--- config.mk ---
export PLATFORM = sky130hd
export DESIGN_NAME = mont_accum_scheduler
export DESIGN_NICKNAME = d
export VERILOG_FILES = /design/src/rtl/mont_accum_scheduler_pkg.sv /design/src/rtl/mont_accum_scheduler_rr_arbiter.sv /design/src/rtl/mont_accum_scheduler.sv
export SDC_FILE = /design/constraint.sdc
export NUM_CORES = 1
export LEC_CHECK = 0
export BUFFER_PORTS_ARGS = -buffer_cell sky130_fd_sc_hd__buf_2
export CAP_MARGIN = 20
export CORE_MARGIN = 5
export CORE_UTILIZATION = 50
export CTS_CLUSTER_SIZE = 12
export DETAILED_ROUTE_END_ITERATION = 16
export MAX_ROUTING_LAYER = met4
export PLACE_DENSITY = 0.72
export SLEW_MARGIN = 10
export SYNTH_ARGS = -nofsm -noshare
export SYNTH_HDL_FRONTEND = slang
export SYNTH_SLANG_ARGS = --single-unit
--- constraint.sdc ---
create_clock -name clk_in -period 15.45 [get_ports clk_in]
set_input_delay 3.09 -clock clk_in [delete_from_list [all_inputs] [get_ports clk_in]]
set_output_delay 3.09 -clock clk_in [all_outputs]
set_load 0.02 [all_outputs]
--- src/rtl/mont_accum_scheduler_pkg.sv ---
// Shared types and sizing helpers for the Montgomery accumulator scheduler.
package mont_sched_pkg;

    typedef enum logic [2:0] {
        ST_IDLE  = 3'd0,
        ST_FLUSH = 3'd1,
        ST_LOAD  = 3'd2,
        ST_RUN   = 3'd3,
        ST_DRAIN = 3'd4,
        ST_DONE  = 3'd5
    } sched_state_t;

    localparam int DEF_REGISTER_SIZE = 32;
    localparam int DEF_BITS_IN_NUM   = 4096;
    localparam int DEF_EXP_BITS      = 2048;
    localparam int DEF_NUM_REQ       = 4;
    localparam int DEF_FLUSH_CYCLES  = 2;

    localparam int EXP_WORDS     = DEF_EXP_BITS / DEF_REGISTER_SIZE;
    localparam int RESULT_BLOCKS = DEF_BITS_IN_NUM / DEF_REGISTER_SIZE;

    // Width of a counter that must hold the value n itself.
    function automatic int cnt_w(input int n);
        return (n < 2) ? 1 : $clog2(n + 1);
    endfunction

    // Width of an index selecting one of n items.
    function automatic int idx_w(input int n);
        return (n < 2) ? 1 : $clog2(n);
    endfunction

endpackage

--- src/rtl/mont_accum_scheduler_rr_arbiter.sv ---
// Combinational round-robin pick: first request at or after the pointer.
module rr_arbiter
    import mont_sched_pkg::*;
#(
    parameter int NUM_REQ = DEF_NUM_REQ
) (
    input  logic [NUM_REQ-1:0]          req_i,
    input  logic [idx_w(NUM_REQ)-1:0]   ptr_i,
    output logic [NUM_REQ-1:0]          grant_o,
    output logic [idx_w(NUM_REQ)-1:0]   idx_o
);
    localparam int IW = idx_w(NUM_REQ);

    logic found_s;
    int   j_s;

    // Scan requesters starting from the pointer, wrapping around.
    always_comb begin
        grant_o = '0;
        idx_o   = '0;
        found_s = 1'b0;
        j_s     = 0;
        for (int k = 0; k < NUM_REQ; k++) begin
            j_s = (int'(ptr_i) + k) % NUM_REQ;
            if (!found_s && req_i[IW'(j_s)]) begin
                found_s           = 1'b1;
                grant_o[IW'(j_s)] = 1'b1;
                idx_o             = IW'(j_s);
            end else begin
                found_s = found_s;
            end
        end
    end

endmodule

--- src/rtl/mont_accum_scheduler.sv ---
// Time-shares one mont_accumulator between requesters: grant, flush, feed exponent
// bits serially, then forward the result blocks back to the granted requester.
module mont_accum_scheduler
    import mont_sched_pkg::*;
#(
    parameter int REGISTER_SIZE = DEF_REGISTER_SIZE,
    parameter int BITS_IN_NUM   = DEF_BITS_IN_NUM,
    parameter int EXP_BITS      = DEF_EXP_BITS,
    parameter int NUM_REQ       = DEF_NUM_REQ,
    parameter int FLUSH_CYCLES  = DEF_FLUSH_CYCLES
) (
    input  logic                     clk_in,
    input  logic                     rst_in,
    input  logic [NUM_REQ-1:0]       req_in,
    output logic [NUM_REQ-1:0]       grant_out,
    input  logic [REGISTER_SIZE-1:0] exp_word_in,
    input  logic                     exp_word_valid_in,
    output logic                     exp_word_ready_out,
    output logic                     acc_rst_out,
    output logic                     acc_valid_out,
    output logic                     acc_n_bit_out,
    input  logic                     acc_consumed_n_in,
    input  logic                     acc_valid_in,
    input  logic [REGISTER_SIZE-1:0] acc_data_in,
    output logic [REGISTER_SIZE-1:0] result_data_out,
    output logic                     result_valid_out,
    output logic                     result_last_out,
    output logic [NUM_REQ-1:0]       done_out,
    output logic                     busy_out,
    output logic                     underrun_out
);
    localparam int N_WORDS  = EXP_BITS / REGISTER_SIZE;
    localparam int N_BLOCKS = BITS_IN_NUM / REGISTER_SIZE;
    localparam int BW = idx_w(REGISTER_SIZE);
    localparam int DW = cnt_w(EXP_BITS);
    localparam int WW = cnt_w(N_WORDS);
    localparam int KW = cnt_w(N_BLOCKS);
    localparam int FW = cnt_w(FLUSH_CYCLES);
    localparam int PW = idx_w(NUM_REQ);

    sched_state_t             state_q, state_d;
    logic [NUM_REQ-1:0]       grant_q, grant_d;
    logic [PW-1:0]            gidx_q, gidx_d, ptr_q, ptr_d;
    logic [FW-1:0]            flush_cnt_q, flush_cnt_d;
    logic [REGISTER_SIZE-1:0] cur_word_q, cur_word_d, next_word_q, next_word_d;
    logic                     cur_valid_q, cur_valid_d, next_valid_q, next_valid_d;
    logic [BW-1:0]            bit_idx_q, bit_idx_d;
    logic [DW-1:0]            bits_done_q, bits_done_d;
    logic [WW-1:0]            words_q, words_d;
    logic [KW-1:0]            blk_cnt_q, blk_cnt_d;
    logic [REGISTER_SIZE-1:0] res_data_q, res_data_d;
    logic                     res_valid_q, res_valid_d, res_last_q, res_last_d;
    logic                     underrun_q, underrun_d;

    logic [NUM_REQ-1:0] arb_grant_s;
    logic [PW-1:0]      arb_idx_s;
    logic               ready_s, accept_s;

    rr_arbiter #(.NUM_REQ(NUM_REQ)) u_arb (
        .req_i   (req_in),
        .ptr_i   (ptr_q),
        .grant_o (arb_grant_s),
        .idx_o   (arb_idx_s)
    );

    // State-decoded accumulator controls, word handshake and done pulse.
    always_comb begin
        acc_rst_out   = 1'b0;
        acc_valid_out = 1'b0;
        ready_s       = 1'b0;
        done_out      = '0;
        case (state_q)
            ST_IDLE, ST_FLUSH: acc_rst_out = 1'b1;
            ST_LOAD:           ready_s = 1'b1;
            ST_RUN: begin
                acc_valid_out = 1'b1;
                ready_s       = !next_valid_q && (words_q < WW'(N_WORDS));
            end
            ST_DRAIN:          acc_valid_out = 1'b1;
            ST_DONE: begin
                acc_rst_out = 1'b1;
                done_out    = grant_q;
            end
            default:           acc_rst_out = 1'b1;
        endcase
    end

    assign accept_s           = exp_word_valid_in && ready_s;
    assign exp_word_ready_out = ready_s;
    assign acc_n_bit_out      = (state_q == ST_RUN) && cur_valid_q && cur_word_q[bit_idx_q];
    assign grant_out          = grant_q;
    assign result_data_out    = res_data_q;
    assign result_valid_out   = res_valid_q;
    assign result_last_out    = res_last_q;
    assign busy_out           = (state_q != ST_IDLE);
    assign underrun_out       = underrun_q;

    // Next-state logic for the job sequence and the bit/word/block bookkeeping.
    always_comb begin
        state_d      = state_q;
        grant_d      = grant_q;
        gidx_d       = gidx_q;
        ptr_d        = ptr_q;
        flush_cnt_d  = flush_cnt_q;
        cur_word_d   = cur_word_q;
        cur_valid_d  = cur_valid_q;
        next_word_d  = next_word_q;
        next_valid_d = next_valid_q;
        bit_idx_d    = bit_idx_q;
        bits_done_d  = bits_done_q;
        words_d      = words_q;
        blk_cnt_d    = blk_cnt_q;
        res_data_d   = res_data_q;
        res_valid_d  = 1'b0;
        res_last_d   = 1'b0;
        underrun_d   = underrun_q;
        case (state_q)
            ST_IDLE: begin
                if (req_in != '0) begin
                    grant_d      = arb_grant_s;
                    gidx_d       = arb_idx_s;
                    flush_cnt_d  = '0;
                    cur_valid_d  = 1'b0;
                    next_valid_d = 1'b0;
                    bit_idx_d    = '0;
                    bits_done_d  = '0;
                    words_d      = '0;
                    blk_cnt_d    = '0;
                    state_d      = ST_FLUSH;
                end else begin
                    state_d = ST_IDLE;
                end
            end
            ST_FLUSH: begin
                if (flush_cnt_q == FW'(FLUSH_CYCLES - 1)) begin
                    state_d = ST_LOAD;
                end else begin
                    flush_cnt_d = flush_cnt_q + FW'(1);
                end
            end
            ST_LOAD: begin
                if (accept_s) begin
                    cur_word_d  = exp_word_in;
                    cur_valid_d = 1'b1;
                    bit_idx_d   = '0;
                    words_d     = WW'(1);
                    state_d     = ST_RUN;
                end else begin
                    state_d = ST_LOAD;
                end
            end
            ST_RUN: begin
                // While starved (cur_valid_q low) consumed pulses do not advance the stream.
                if (acc_consumed_n_in && cur_valid_q) begin
                    bits_done_d = bits_done_q + DW'(1);
                    if (bits_done_q == DW'(EXP_BITS - 1)) begin
                        state_d = ST_DRAIN;
                    end else if (bit_idx_q == BW'(REGISTER_SIZE - 1)) begin
                        bit_idx_d = '0;
                        if (next_valid_q) begin
                            cur_word_d   = next_word_q;
                            next_valid_d = 1'b0;
                        end else if (accept_s) begin
                            cur_word_d = exp_word_in;
                            words_d    = words_q + WW'(1);
                        end else begin
                            cur_valid_d = 1'b0;
                            underrun_d  = 1'b1;
                        end
                    end else begin
                        bit_idx_d = bit_idx_q + BW'(1);
                        if (accept_s) begin
                            next_word_d  = exp_word_in;
                            next_valid_d = 1'b1;
                            words_d      = words_q + WW'(1);
                        end else begin
                            next_valid_d = next_valid_q;
                        end
                    end
                end else if (accept_s) begin
                    words_d = words_q + WW'(1);
                    if (!cur_valid_q) begin
                        cur_word_d  = exp_word_in;
                        cur_valid_d = 1'b1;
                        bit_idx_d   = '0;
                    end else begin
                        next_word_d  = exp_word_in;
                        next_valid_d = 1'b1;
                    end
                end else begin
                    state_d = ST_RUN;
                end
            end
            ST_DRAIN: begin
                if (acc_valid_in) begin
                    res_data_d  = acc_data_in;
                    res_valid_d = 1'b1;
                    blk_cnt_d   = blk_cnt_q + KW'(1);
                    if (blk_cnt_q == KW'(N_BLOCKS - 1)) begin
                        res_last_d = 1'b1;
                        state_d    = ST_DONE;
                    end else begin
                        res_last_d = 1'b0;
                    end
                end else begin
                    state_d = ST_DRAIN;
                end
            end
            ST_DONE: begin
                grant_d = '0;
                ptr_d   = (gidx_q == PW'(NUM_REQ - 1)) ? '0 : gidx_q + PW'(1);
                state_d = ST_IDLE;
            end
            default: state_d = ST_IDLE;
        endcase
    end

    // State register; an asynchronous reset abandons any job in flight.
    always_ff @(posedge clk_in or posedge rst_in) begin
        if (rst_in) begin
            state_q      <= ST_IDLE;
            grant_q      <= '0;
            gidx_q       <= '0;
            ptr_q        <= '0;
            flush_cnt_q  <= '0;
            cur_word_q   <= '0;
            cur_valid_q  <= 1'b0;
            next_word_q  <= '0;
            next_valid_q <= 1'b0;
            bit_idx_q    <= '0;
            bits_done_q  <= '0;
            words_q      <= '0;
            blk_cnt_q    <= '0;
            res_data_q   <= '0;
            res_valid_q  <= 1'b0;
            res_last_q   <= 1'b0;
            underrun_q   <= 1'b0;
        end else begin
            state_q      <= state_d;
            grant_q      <= grant_d;
            gidx_q       <= gidx_d;
            ptr_q        <= ptr_d;
            flush_cnt_q  <= flush_cnt_d;
            cur_word_q   <= cur_word_d;
            cur_valid_q  <= cur_valid_d;
            next_word_q  <= next_word_d;
            next_valid_q <= next_valid_d;
            bit_idx_q    <= bit_idx_d;
            bits_done_q  <= bits_done_d;
            words_q      <= words_d;
            blk_cnt_q    <= blk_cnt_d;
            res_data_q   <= res_data_d;
            res_valid_q  <= res_valid_d;
            res_last_q   <= res_last_d;
            underrun_q   <= underrun_d;
        end
    end

endmodule
Yosys cells after proc, flatten, opt, wreduce, memory -nomap -nowiden
Cells that the tools add are included.

Word-level logic and storage cells: 224. Output and inout port bits: 48. Bits in read-only memories: 0. Memories kept: 0. Bits in registers: 146. RAM bits: 0. Latch bits: 0.

Multiplexer cells: 108. Reductions and logical operators: 44. $add $sub $neg: 9. Multiply operators: 0. Div/mod/pow operators: 0. Equal/unequal tests: 30. Shift operators: 0. Magnitude comparators: 10. Bitwise logic cells: 6.

Operators by type and width (number): 32-bit two-way mux (13); 32-bit case mux with 2 select lines (1); 7-bit two-way mux (7); 1-bit two-way mux (38); 5-bit two-way mux (7); 6-bit AND reduction (5); 12-bit two-way mux (2); 4-bit two-way mux (6); 12-bit case mux with 2 select lines (1); 7-bit case mux with 3 select lines (1); 3-bit two-way mux (6); 3-bit by 2-bit inequality test with 1-bit output, second input constant (6); 2-bit by 4-bit < comparator with 1-bit output, second input constant (4); 8-bit two-way mux (2); 8-bit case mux with 2 select lines (1); 3-bit case mux with 5 select lines (1); 5-bit case mux with 3 select lines (1); 2-bit two-way mux (7); 2-bit inequality test, second input constant (7); 2-bit nonzero test (7); 12-bit by 1-bit adder with 12-bit output, second input constant (1); 12-bit by 11-bit == test with 1-bit output, second input constant (1); 1-bit logical AND (12); 3-bit inequality test, second input constant (4); other kinds (37) (66).

Depth between registers and ports, before layout
Gate-level depths: netlist (run 1).

Word-level depth: 15. Depth in mapped cells: 9.

Cells and area by module
Synthesis (run 1) repeated with hierarchy kept, for this count alone.

Cells, all modules: 625. Area, all modules: 7259.5 µm².

By module, submodules not included: mont_accum_scheduler (area an instance 6687.7 µm², cells each 555, sequential area each 3653.5 µm², instances 1); rr_arbiter (area an instance 571.8 µm², cells each 70, sequential area each 0.0 µm², instances 1).

Least setup slack after synthesis (run 1)
No wires, ideal clock.

Kind: register to output. From: register bit_idx_q[1]. To: output port acc_n_bit_out. Buffers on the path: 1. Cell stages (with the launch flop): 6. Required time: 12.360 ns. Slack: 10.602 ns. Arrival time: 1.758 ns. Path through: dfrtp_1 -> buf_2 -> mux4_2 -> mux4_2 -> mux2i_1 -> nor2_1.

Cells in the longest elaborated chain, start to end: 3.

Ends and longest elaborated chain: from (decl) (line mont_accum_scheduler.sv:47) `logic [BW-1:0] bit_idx_q, bit_idx_d;`; from (signal assigned) (line mont_accum_scheduler.sv:248) `bit_idx_q <= bit_idx_d;`; 1-bit binary-select mux with 5-bit select (line mont_accum_scheduler.sv:90) `assign acc_n_bit_out = (state_q == ST_RUN) && cur_valid_q && cur_word_q[bit_idx_q];`; 1-bit two-way mux (not written as such) (line mont_accum_scheduler.sv:90); 1-bit logical AND (line mont_accum_scheduler.sv:90); to (decl) (line mont_accum_scheduler.sv:21) `output logic acc_n_bit_out,`.

Every way passes these cells. The select of a mux whose other input is x is not followed.

Worst setup path after layout (run 1)
Same ends and word-level chain as after synthesis.

==> impl_results.md, run 1 <==
* Final TNS setup at 0 ns
* Total chip power at 1.37 mW
* Hold wc startpoint: next_word_q[9]
* Layout Skew at roughly 0.011 ns
* Die Span X at 130 µm
* Hold-fix buffers, CTS at 0
* Peak VDD IR at 0.0829 mV
* IO Pins at around 120
* PwrDens at 160 nW/µm²
* Post-synthesis xor/xnor area fraction at 0.0181
* Commonest non-fill, non-tap cells in the layout: dfrtp_1 (146), buf_2 (120), mux2_2 (37)
* RSZ-0062 raised after global routing: false
* DIE HEIGHT at ~130 µm
* Initial DRC Count at ~430
* Status: finished, final reports clean
* Mux cell area share after synthesis at 0.143
* Slew HR at 0.354
* Vias in the first global route at 5,626
* Routed wire per std cell at 18.0 µm
* Compound-Gate Fraction of Synth Area at 0.155
* GR Overflow Total at 0
* Detailed Place HPWL at 11.5 mm
* TritonCTS buffer count at 17
* First-pass GRT wire length at around 28 mm
* DR pass1 iterations at 4
* YS warnings at 0
* H-tree depth at 4
* Skew-Pair Late Insertion Delay at 0.42 ns
* Required time of the critical path at around 12 ns
* Post-CTS setup buffer count at 0
* CP max FO at 11
* Crit start category: flop
* Critical path class: flop to output pin
* FMAX at between 0.15 and 0.2 GHz
* Simple-gate share of the synthesized area at 0.118
* DR vias at 5,500
* Tcrit/Tclk final at 0.362
* Crit end category: output pin
* Post-synth top area share at 0.504
* Setup-failing EPs final at 0
* Die area at about 17,000 µm²
* Total net switching power at 0.440 mW
* Comb pwr share at 0.269
* Post-synthesis sequential area ratio at 0.504
* Post-Syn Area per Cell at 11.6 µm²
* Worst setup path start: bit_idx_q[1]
* Row count at 44
* Remaining DRCs at 0
* Number of library cell types mapped by synthesis at 67
* Antenna violations before repair at 1
* Via density at 5.92
* Synth Instances at 626
* Tmin final at 5.60 ns
* Reg2Reg Depth at 7
* Port bufs at 120
* Pleak at 3.92 nW
* R2R Setup Slk at 12.48 ns
* HP Class: flop to flop
* Ranking of synthesized cells by area: dfrtp_1 (50%), mux2_2 (5.7%), mux2_1 (4.5%)
* P_int at 0.927 mW
* Reg clk slew, reported paths at ~0.06 ns
* Area delta synth->final at 18.1%
* Fraction of layout cells with a size suffix above 1 at 0.296
* Worst r2r src: ptr_q[0]
* Max clock buf depth at 2
* Synthesized cell area at 7250 µm²
* CTS root buf: clkbuf_16
* Max_cap viols at 0
* End of the critical path: acc_n_bit_out
* Largest net degree at the start of global routing at approximately 80
* Share of power burned in registers at 0.425
* WL final at 16.7 mm
* Core Box Area at 14,400 µm²
* Ys async rst share at 1.00
* Cell type with the largest total area after synthesis: dfrtp_1
* TritonCTS clock tree: built
* NumNets Final at 819
* Count of state elements after synthesis at 146
* Antenna Nets Post-Route at 0
* Arrival time worst endpoint at 2.51 ns
* Clock Sinks at 146
* GP Congestion at about 0.90
* Overall Global Routing Usage at 0.216
* Slew @ Worst Pin at just under 1 ns
* Worst r2r dst: gidx_q[1]
* Post-Syn Nets at 714
* Sw frac at 0.322
* Slew Viols, Final at 0
* Clock power frac at 0.306
* Post-cts sizing count at 0
* Commonest non-fill, non-tap cell in the layout: dfrtp_1
* Largest family of logic cells by synthesized area: compound AO/OA/AOI/OAI gates
* Ys flop type: dfrtp_1
* Adder-cell share of the synthesized area at 0.0259
* Post-synth EDFFs at 0
* Starting density of the core at 0.504
* Final hold violation count at 0
synth_stat cells (5+ instances only):
library cell and instances:
inv_1 14, dfrtp_1 146, a41oi_1 6, a22o_1 5
or3_1 8, nor2_1 36, and2_1 11, o2bb2ai_1 32
xor2_1 11, nand3_1 19, mux4_2 10, ha_1 15
o21ai_0 20, nand2_1 35, mux2_2 37, a21oi_1 21
nand4_1 6, mux2i_1 7, a22oi_1 32, clkbuf_1 18
nor3_1 8, buf_2 18, mux2_1 29
worst max-delay path, cell delays in order, from the launching register on:
cell	delay (ns)
dfrtp_1	0.68
mux4_2	0.58
mux4_2	0.46
mux2i_1	0.15
nor2_1	0.06
buf_2	0.16
power groups by stage:
stage	clock network [mW]	logic (mW)	registers [mW]
final	0.418	0.368	0.581
after global routing	0.443	0.409	0.595
after CTS	0.425	0.371	0.580
after detailed placement	0	0.368	0.583
after global placement	0	0.346	0.578
after floorplan	0	0.299	0.549
area by class of cell:
type                       count  area (µm²)
fill                        1147        5810
timing repair buffer         127         673
tap                          184         230
antenna                        1        2.50
multi-input combinational    425        3340
inverter                      14        57.6
clock buffer                  22         484
clock inverter                10         123
sequential                   146        3650
state kept, by name, summed over array words and instances, names as in the netlist, 2 cells and up:
signal,count
bits_done_q,12
result_data_out,32
flush_cnt_q,2
gidx_q,2
bit_idx_q,5
ptr_q,2
cur_word_q,32
state_q,3
grant_out,4
next_word_q,32
words_q,7
blk_cnt_q,8
worst min path at each step:
| stage | end | slack [ns] | cells after the start |
|---|---|---|---|
| 2_1_floorplan | cur_word_q[10] | 0.45 | 1 |
| 3_3_place_gp | next_word_q[2] | 0.47 | 1 |
| 3_5_place_dp | cur_word_q[23] | 0.47 | 1 |
| 4_1_cts | next_word_q[1] | 0.49 | 1 |
| 5_1_grt | next_word_q[1] | 0.51 | 1 |
| 6_report | next_word_q[9] | 0.49 | 1 |
layer usage:
metal	share of wire	global-route usage	routed length [µm]
met1	0.46	0.299	7650
met2	0.47	0.322	7840
met3	0.063	0.0520	1060
met4	0.012	0.0599	195
met5	0	-	0
kinds of logic after synthesis:
family	count (synthesis)
xor gates and xnor gates	15
DFF	146
muxes	83
and+or+nand+nor	161
adders and majority gates	15
AOI/OAI and AO/OA	151
buffers and inverters	55
stage by stage:
stage          hold WS (ns)   util  setup slack (ns)  cells  cell area [µm²]
2_1_floorplan         0.451      -              8.44    626             7250
3_3_place_gp          0.468  0.551             10.32    895             7920
3_5_place_dp          0.472  0.553             10.26    896             7950
4_1_cts               0.488  0.596              9.81    928             8560
5_1_grt               0.505  0.596              9.70    929             8560
6_report              0.486  0.596              9.85    929             8560
No activity file was read; power rests on OpenSTA's default activity.
==> inputs of run 2 (changes only) <==
--- a/config.mk
+++ b/config.mk
@@ -5,6 +5,7 @@
 export SDC_FILE = /design/constraint.sdc
 export NUM_CORES = 1
 export LEC_CHECK = 0
+export ABC_AREA = 1
 export BUFFER_PORTS_ARGS = -buffer_cell sky130_fd_sc_hd__buf_2
 export CAP_MARGIN = 20
 export CORE_MARGIN = 5
==> constraint.sdc (replaced) <==
create_clock -name clk_in -period 5.82 [get_ports clk_in]
set_input_delay 1.164 -clock clk_in [delete_from_list [all_inputs] [get_ports clk_in]]
set_output_delay 1.164 -clock clk_in [all_outputs]
set_load 0.02 [all_outputs]
==> run 2 against run 1 <==
Synthesized cell count is 79% higher; via count is 35% higher; hold slack worse by 0.015 ns; largest cell class is now multi-input combinational cells; setup slack worse by 7.7 ns.
==> impl_results.md, run 2 <==
* WL final at 19.4 mm (+16%)
* Total chip power at 4.37 mW (+220%)
* YS warnings at 0 (unchanged)
* Top Metal Used: met4
* Layout Skew at 0.00816 ns (-0.00298 ns)
* Fraction of layout cells with a size suffix above 1 at 0.151 (-0.144)
* M1 WL at 8.95 mm (+17%)
* Total net switching power at 1.83 mW (+320%)
* TritonCTS buffer count at 17 (unchanged)
* Ys flop type: dfrtp_1
* Clock power frac at 0.243 (-0.063)
* Sw frac at 0.419 (+0.0974)
* Detailed Place HPWL at 13.3 mm (+16%)
* Remaining DRCs at 0 (unchanged)
* Vias in the first global route at 6,931 (+23%)
* Final setup margin at 2.18 ns (-7.67 ns)
* PwrDens at 473 nW/µm² (+200%)
* TritonCTS clock tree: built
* Comb pwr share at 0.390 (+0.121)
* Ranking of synthesized cells by area: dfrtp_1 (46%), nand2_1 (25%), nand3_1 (7.6%)
* Port bufs at 120 (unchanged)
* HP Class: flop to flop
* Synth Instances at 1,118 (+79%)
* DIE HEIGHT at 136 µm (+4.3%)
* Routed wl met3 at 902 µm (-15%)
* Largest net degree at the start of global routing at 108 (+37%)
* Area delta synth->final at 16.4%
* Core Box Area at 15,700 µm² (+9.4%)
* Critical path class: flop to output pin
* Count of state elements after synthesis at 146 (unchanged)
* CP max FO at 11 (unchanged)
* Arrival time worst endpoint at 2.47 ns (-0.04 ns)
* Status: finished, final reports clean
* DR pass1 iterations at 5 (+1)
* Cell type with the largest total area after synthesis: dfrtp_1
* Clock Sinks at 146 (unchanged)
* Setup-failing EPs final at 0 (unchanged)
* First-pass GRT wire length at 33.1 mm (+16%)
* RSZ-0062 raised after global routing: false
* Commonest non-fill, non-tap cell in the layout: nand2_1
* Slew @ Worst Pin at 1.10 ns (+0.128 ns)
* Synthesized cell area at 7950 µm² (+9.6%)
* Share of power burned in registers at 0.367 (-0.058)
* Commonest non-fill, non-tap cells in the layout: nand2_1 (525), dfrtp_1 (146), nand3_1 (121)
* Post-cts sizing count at 0 (unchanged)
* Via density at 5.13 (-13%)
* Synth cell count leaders: nand2_1 (525), dfrtp_1 (146), nand3_1 (121)
* Reg clk slew, reported paths at 0.06 ns (about the same)
* Antenna violations before repair at 1 (unchanged)
* H-tree depth at 4 (unchanged)
* Reg2Reg Depth at 11 (+4)
* Hold-fix buffers, CTS at 0 (unchanged)
* Worst r2r dst: cur_word_q[11]
* CTS root buf: clkbuf_16
* Max_cap viols at 0 (unchanged)
* Overall Global Routing Usage at 0.226 (+0.00970)
* Skew-Pair Late Insertion Delay at 0.42 ns (about the same)
* Slew HR at 0.266 (-0.0879)
* Post-synth top area share at 0.460 (-0.0443)
* Row count at 46 (+4.5%)
* Count leader, synth: nand2_1
* Final hold violation count at 0 (unchanged)
* Crit end category: output pin
* Slew Viols, Final at 0 (unchanged)
* Starting density of the core at 0.506 (+0.00130)
* Pleak at 5.05 nW (+29%)
* Number of library cell types mapped by synthesis at 32 (-52%)
* Cells after DPL at 1,414 (+58%)
* Final TNS setup at 0 ns (unchanged)
* Worst r2r src: bit_idx_q[0]
* GR Overflow Total at 0 (unchanged)
* Die Span X at 136 µm (+4.3%)
* Post-Syn Area per Cell at 7.11 µm² (-39%)
* Tmin final at 3.64 ns
* Post-CTS setup buffer count at 0 (unchanged)
* Final Non-Filler Cells at 1,446 (+56%)
* P_int at 2.54 mW (+170%)
* Post-synth EDFFs at 0 (unchanged)
* Post-Syn Nets at 1,206 (+69%)
* Antenna Nets Post-Route at 0 (unchanged)
* Die area at 18,500 µm² (+8.9%)
* Ys async rst share at 1.00 (unchanged)
* Worst setup path start: state_q[2]
* R2R Setup Slk at 2.64 ns (-9.84 ns)
* Peak VDD IR at 0.280 mV (+240%)
* Max clock buf depth at 2 (unchanged)
* FMAX at 0.275 GHz
* Layout Utilization at 0.588 (-0.00740)
* Required time of the critical path at 4.66 ns (-7.70 ns)
* Met2 Wirelength at 9.20 mm (+17%)
* Setup WS pre-CTS at 2.39 ns (-7.88 ns)
* End of the critical path: acc_n_bit_out
* IO Pins at 121 (unchanged)
* Crit start category: flop
* Post-synthesis sequential area ratio at 0.460 (-0.0443)
* NumNets Final at 1,306 (+59%)
* Initial DRC Count at 469 (+10%)
* GP Congestion at 0.903 (+0.74%)
* DR vias at 7,413 (+35%)
* Tcrit/Tclk final at 0.625
* Routed wire per std cell at 13.4 µm (-26%)
## run 2: cell types whose count changed after synthesis, moves of 8 or more
cell / change
a22oi_1: -32
and2_1: -11
inv_1: +50
inv_2: +11
mux2_1: -29
mux2_2: -37
mux4_2: -10
nand2_1: +490
nand3_1: +102
nand4_1: +25
nor2_1: +29
o2bb2ai_1: -32
or3_1: -8
## run 2: cells by family (layout without fill, tap and decap cells)
logic type / count (synthesis) / count (layout) / share of synthesized area
AO/OA/AOI/OAI: 58 / 58 / 0.0411
adder cells (fa/ha/maj): 15 / 15 / 0.0236
AND/OR/NAND/NOR: 771 / 771 / 0.404
buffers and inverters: 121 / 232 / 0.0633
other: 0 / 1 / 0
flip-flops: 146 / 146 / 0.460
XOR/XNOR: 7 / 7 / 0.00772
## run 2: worst min path at each step
stage          slack [ns]  cells after the start                   to           startpoint
6_report             0.47                      2  result_data_out[16]  result_data_out[16]
5_1_grt              0.48                      2      next_word_q[31]      next_word_q[31]
4_1_cts              0.47                      2      next_word_q[31]      next_word_q[31]
3_5_place_dp         0.46                      2      next_word_q[31]      next_word_q[31]
3_3_place_gp         0.45                      2      next_word_q[31]      next_word_q[31]
2_1_floorplan        0.44                      2       next_word_q[0]       next_word_q[0]
## run 2: final cells by class
type | count | area, µm²
antenna | 1 | 2.50
timing repair buffer | 127 | 673
fill | 1491 | 6470
clock buffer | 21 | 460
sequential | 146 | 3650
clock inverter | 9 | 108
inverter | 75 | 287
multi-input combinational | 851 | 3790
tap | 216 | 270
## run 2: per-layer routing
| layer | vias up | GRT usage |
|---|---|---|
| li1 | 3753 | - |
| met1 | 3455 | 0.299 |
| met2 | 176 | 0.357 |
| met3 | 29 | 0.0366 |
| met4 | 0 | 0.0745 |
| met5 | - | - |
## run 2: critical path, cell delays in order, from the launching register on
cell	delay, ns
dfrtp_1	0.43
inv_2	0.12
nand2_1	0.10
nor2_1	0.65
nand2_2	0.21
o21bai_1	0.22
nor2_1	0.15
buf_2	0.19
## run 2: power by group through the flow
| stage | combinational (mW) | sequential, mW | clock (mW) |
|---|---|---|---|
| after detailed placement | 1.70 | 1.61 | 0 |
| after global placement | 1.67 | 1.61 | 0 |
| after floorplan | 1.19 | 1.68 | 0 |
| after CTS | 1.71 | 1.60 | 1.08 |
| final | 1.71 | 1.61 | 1.06 |
| after global routing | 1.94 | 1.65 | 1.12 |
## run 2: through the flow
step / cell area (µm²) / hold WS [ns]
2_1_floorplan: 7950 / 0.443
3_3_place_gp: 8650 / 0.454
3_5_place_dp: 8650 / 0.459
4_1_cts: 9220 / 0.474
5_1_grt: 9250 / 0.482
6_report: 9250 / 0.471
==> inputs of run 3 (changes only) <==
--- a/config.mk
+++ b/config.mk
@@ -13,7 +13,7 @@
 export CTS_CLUSTER_SIZE = 12
 export DETAILED_ROUTE_END_ITERATION = 16
 export MAX_ROUTING_LAYER = met4
-export PLACE_DENSITY = 0.72
+export PLACE_DENSITY = 0.74
 export SLEW_MARGIN = 10
 export SYNTH_ARGS = -nofsm -noshare
 export SYNTH_HDL_FRONTEND = slang
==> constraint.sdc (replaced) <==
create_clock -name clk_in -period 3.16 [get_ports clk_in]
set_input_delay 0.632 -clock clk_in [delete_from_list [all_inputs] [get_ports clk_in]]
set_output_delay 0.632 -clock clk_in [all_outputs]
set_load 0.02 [all_outputs]
==> run 3 against run 2 <==
Combinational power increased by 86%; flip-flop and latch count stayed put; cell area increased by 1.4%; critical path depth rose by 2; sequential power increased by 83%; power grew 90%; first-iteration DRC count increased by 11%; largest cell class unchanged; setup slack got worse by 1.9 ns; largest power group unchanged; core utilization increased by 0.80 points; register-to-register slack worse by 2.0 ns; clock-buffer cell count is 1 lower.
==> impl_results.md, run 3 (synthesis results as in run 2) <==
* Slew Viols, Final at 0 (unchanged)
* Commonest non-fill, non-tap cell in the layout: nand2_1
* Routed wl met3 at 929 µm (+3.0%)
* H-tree depth at 4 (unchanged)
* Routed wire per std cell at 13.1 µm (-2.5%)
* Layout Skew at 0.00871 ns (+0.000542 ns)
* CTS root buf: clkbuf_16
* Post-CTS setup buffer count at 0 (unchanged)
* Initial DRC Count at 522 (+11%)
* TritonCTS buffer count at 17 (unchanged)
* Sw frac at 0.410 (-0.00903)
* CP max FO at 17 (+6)
* Max clock buf depth at 2 (unchanged)
* PwrDens at 885 nW/µm² (+87%)
* Status: finished, final reports clean
* Crit end category: output pin
* Overall Global Routing Usage at 0.226 (about the same)
* RSZ-0062 raised after global routing: false
* GR Overflow Total at 0 (unchanged)
* Tmin final at 2.90 ns
* Fraction of layout cells with a size suffix above 1 at 0.160 (+0.00833)
* DR vias at 7,339 (-1.0%)
* Largest net degree at the start of global routing at 51 (-53%)
* Detailed Place HPWL at 13.4 mm (+0.95%)
* Clock power frac at 0.261 (+0.018)
* Setup-failing EPs final at 0 (unchanged)
* Hold-fix buffers, CTS at 0 (unchanged)
* Via density at 5.04 (-1.7%)
* P_int at 4.89 mW (+92%)
* Clock Sinks at 146 (unchanged)
* HP Class: input pin to async pin
* Antenna cells at 0 (-1)
* Tcrit/Tclk final at 0.918
* Peak VDD IR at 0.485 mV (+74%)
* Core Box Area at 15,700 µm² (unchanged)
* Share of power burned in registers at 0.355 (-0.012)
* IO Pins at 121 (unchanged)
* Die area at 18,500 µm² (unchanged)
* Comb pwr share at 0.384 (-0.006)
* Arrival time worst endpoint at 2.27 ns (-0.20 ns)
* Total chip power at 8.29 mW (+90%)
* Critical path class: flop to output pin
* Max_cap viols at 0 (unchanged)
* Critical-path top delay cell: dfrtp_1
* Antenna Nets Post-Route at 0 (unchanged)
* Crit-path cells: buf_4, inv_1, nand2_1, nand3_1, nand3_1, a21oi_1, o21bai_1, nor2_1, buf_2
* Slew HR at 0.550 (+0.284)
* FMAX at 0.345 GHz
* Required time of the critical path at 2.53 ns (-2.13 ns)
* Crit start category: flop
* Port bufs at 120 (unchanged)
* Die Span X at 136 µm (unchanged)
* TritonCTS clock tree: built
* Pleak at 5.12 nW (+1.4%)
* WL final at 19.0 mm (-1.9%)
* Remaining DRCs at 0 (unchanged)
* Row count at 46 (unchanged)
* NumNets Final at 1,315 (+0.69%)
* Antenna violations before repair at 0 (-1)
* Starting density of the core at 0.506 (unchanged)
* Slew @ Worst Pin at 0.674 ns (-0.424 ns)
* Skew-Pair Late Insertion Delay at 0.42 ns (about the same)
* Reg clk slew, reported paths at 0.06 ns (about the same)
* DIE HEIGHT at 136 µm (unchanged)
* Total net switching power at 3.40 mW (+85%)
* Post-cts sizing count at 0 (unchanged)
* DR pass1 iterations at 5 (unchanged)
* Top Metal Used: met4
* Layout Utilization at 0.596 (+0.00796)
* Slowest stage delay, CP at 0.42 ns (-0.23 ns)
* First-pass GRT wire length at 33.2 mm (+0.44%)
* Final TNS setup at 0 ns (unchanged)
* Final hold violation count at 0 (unchanged)
* GP Congestion at 0.908 (+0.53%)
* M1 WL at 8.84 mm (-1.2%)
* Vias in the first global route at 7,052 (+1.7%)
* Met2 Wirelength at 9.02 mm (-2.0%)
* Commonest non-fill, non-tap cells in the layout: nand2_1 (525), dfrtp_1 (146), nand3_1 (121)
* CP most frequent cell: nand3_1
* Area delta synth->final at 17.9%
[run 3: area by class of cell]
| type | instances | area, µm² |
|---|---|---|
| Fill cell | 1419 | 6340 |
| Multi-Input combinational cell | 851 | 3790 |
| Sequential cell | 146 | 3650 |
| Timing Repair Buffer | 136 | 733 |
| Clock buffer | 20 | 457 |
| Inverter | 75 | 285 |
| Tap cell | 216 | 270 |
| Clock inverter | 12 | 180 |
[run 3: power by group through the flow]
| stage | sequential [mW] | combinational (mW) | clock [mW] |
|---|---|---|---|
| after floorplan | 3.09 | 2.18 | 0 |
| after global placement | 2.96 | 3.12 | 0 |
| after detailed placement | 2.96 | 3.20 | 0 |
| after CTS | 2.94 | 3.20 | 2.19 |
| after global routing | 3.02 | 3.66 | 2.28 |
| final | 2.95 | 3.18 | 2.16 |
[run 3: critical path: cells and delay by family, from the launching register on]
| kind | cells | cell delay, ns |
|---|---|---|
| buf+inv | 3 | 0.74 |
| simple gates | 4 | 0.42 |
| flops | 1 | 0.42 |
| compound gates | 2 | 0.25 |
[run 3: layer usage]
layer  GRT usage  up-vias
met5           -        -
met4      0.0610        0
met3      0.0422       20
met2       0.364      174
met1       0.295     3369
li1            -     3776
[run 3: path summary, 6_finish.rpt]
check	endpoint	slack (ns)	depth (start not counted)	startpoint
min	cur_word_q[8]	0.32	2	rst_in
min in group clk_in	result_data_out[0]	0.41	3	acc_data_in[0]
max reg2reg	cur_word_q[30]	0.65	11	bit_idx_q[1]
min reg2reg	next_word_q[7]	0.47	2	next_word_q[7]
max in group asynchronous	next_word_q[24]	2.11	3	rst_in
max	acc_n_bit_out	0.26	9	bit_idx_q[0]
[run 3: per-stage QoR]
step           instance area (µm²)  hold slack (ns)  instances  setup slack (ns)
2_1_floorplan                 7950            0.443       1118             0.695
3_3_place_gp                  8730            0.456       1424             0.718
3_5_place_dp                  8730            0.459       1424             0.671
4_1_cts                       9370            0.320       1456             0.245
5_1_grt                       9370            0.367       1456            0.0372
6_report                      9370            0.316       1456             0.260
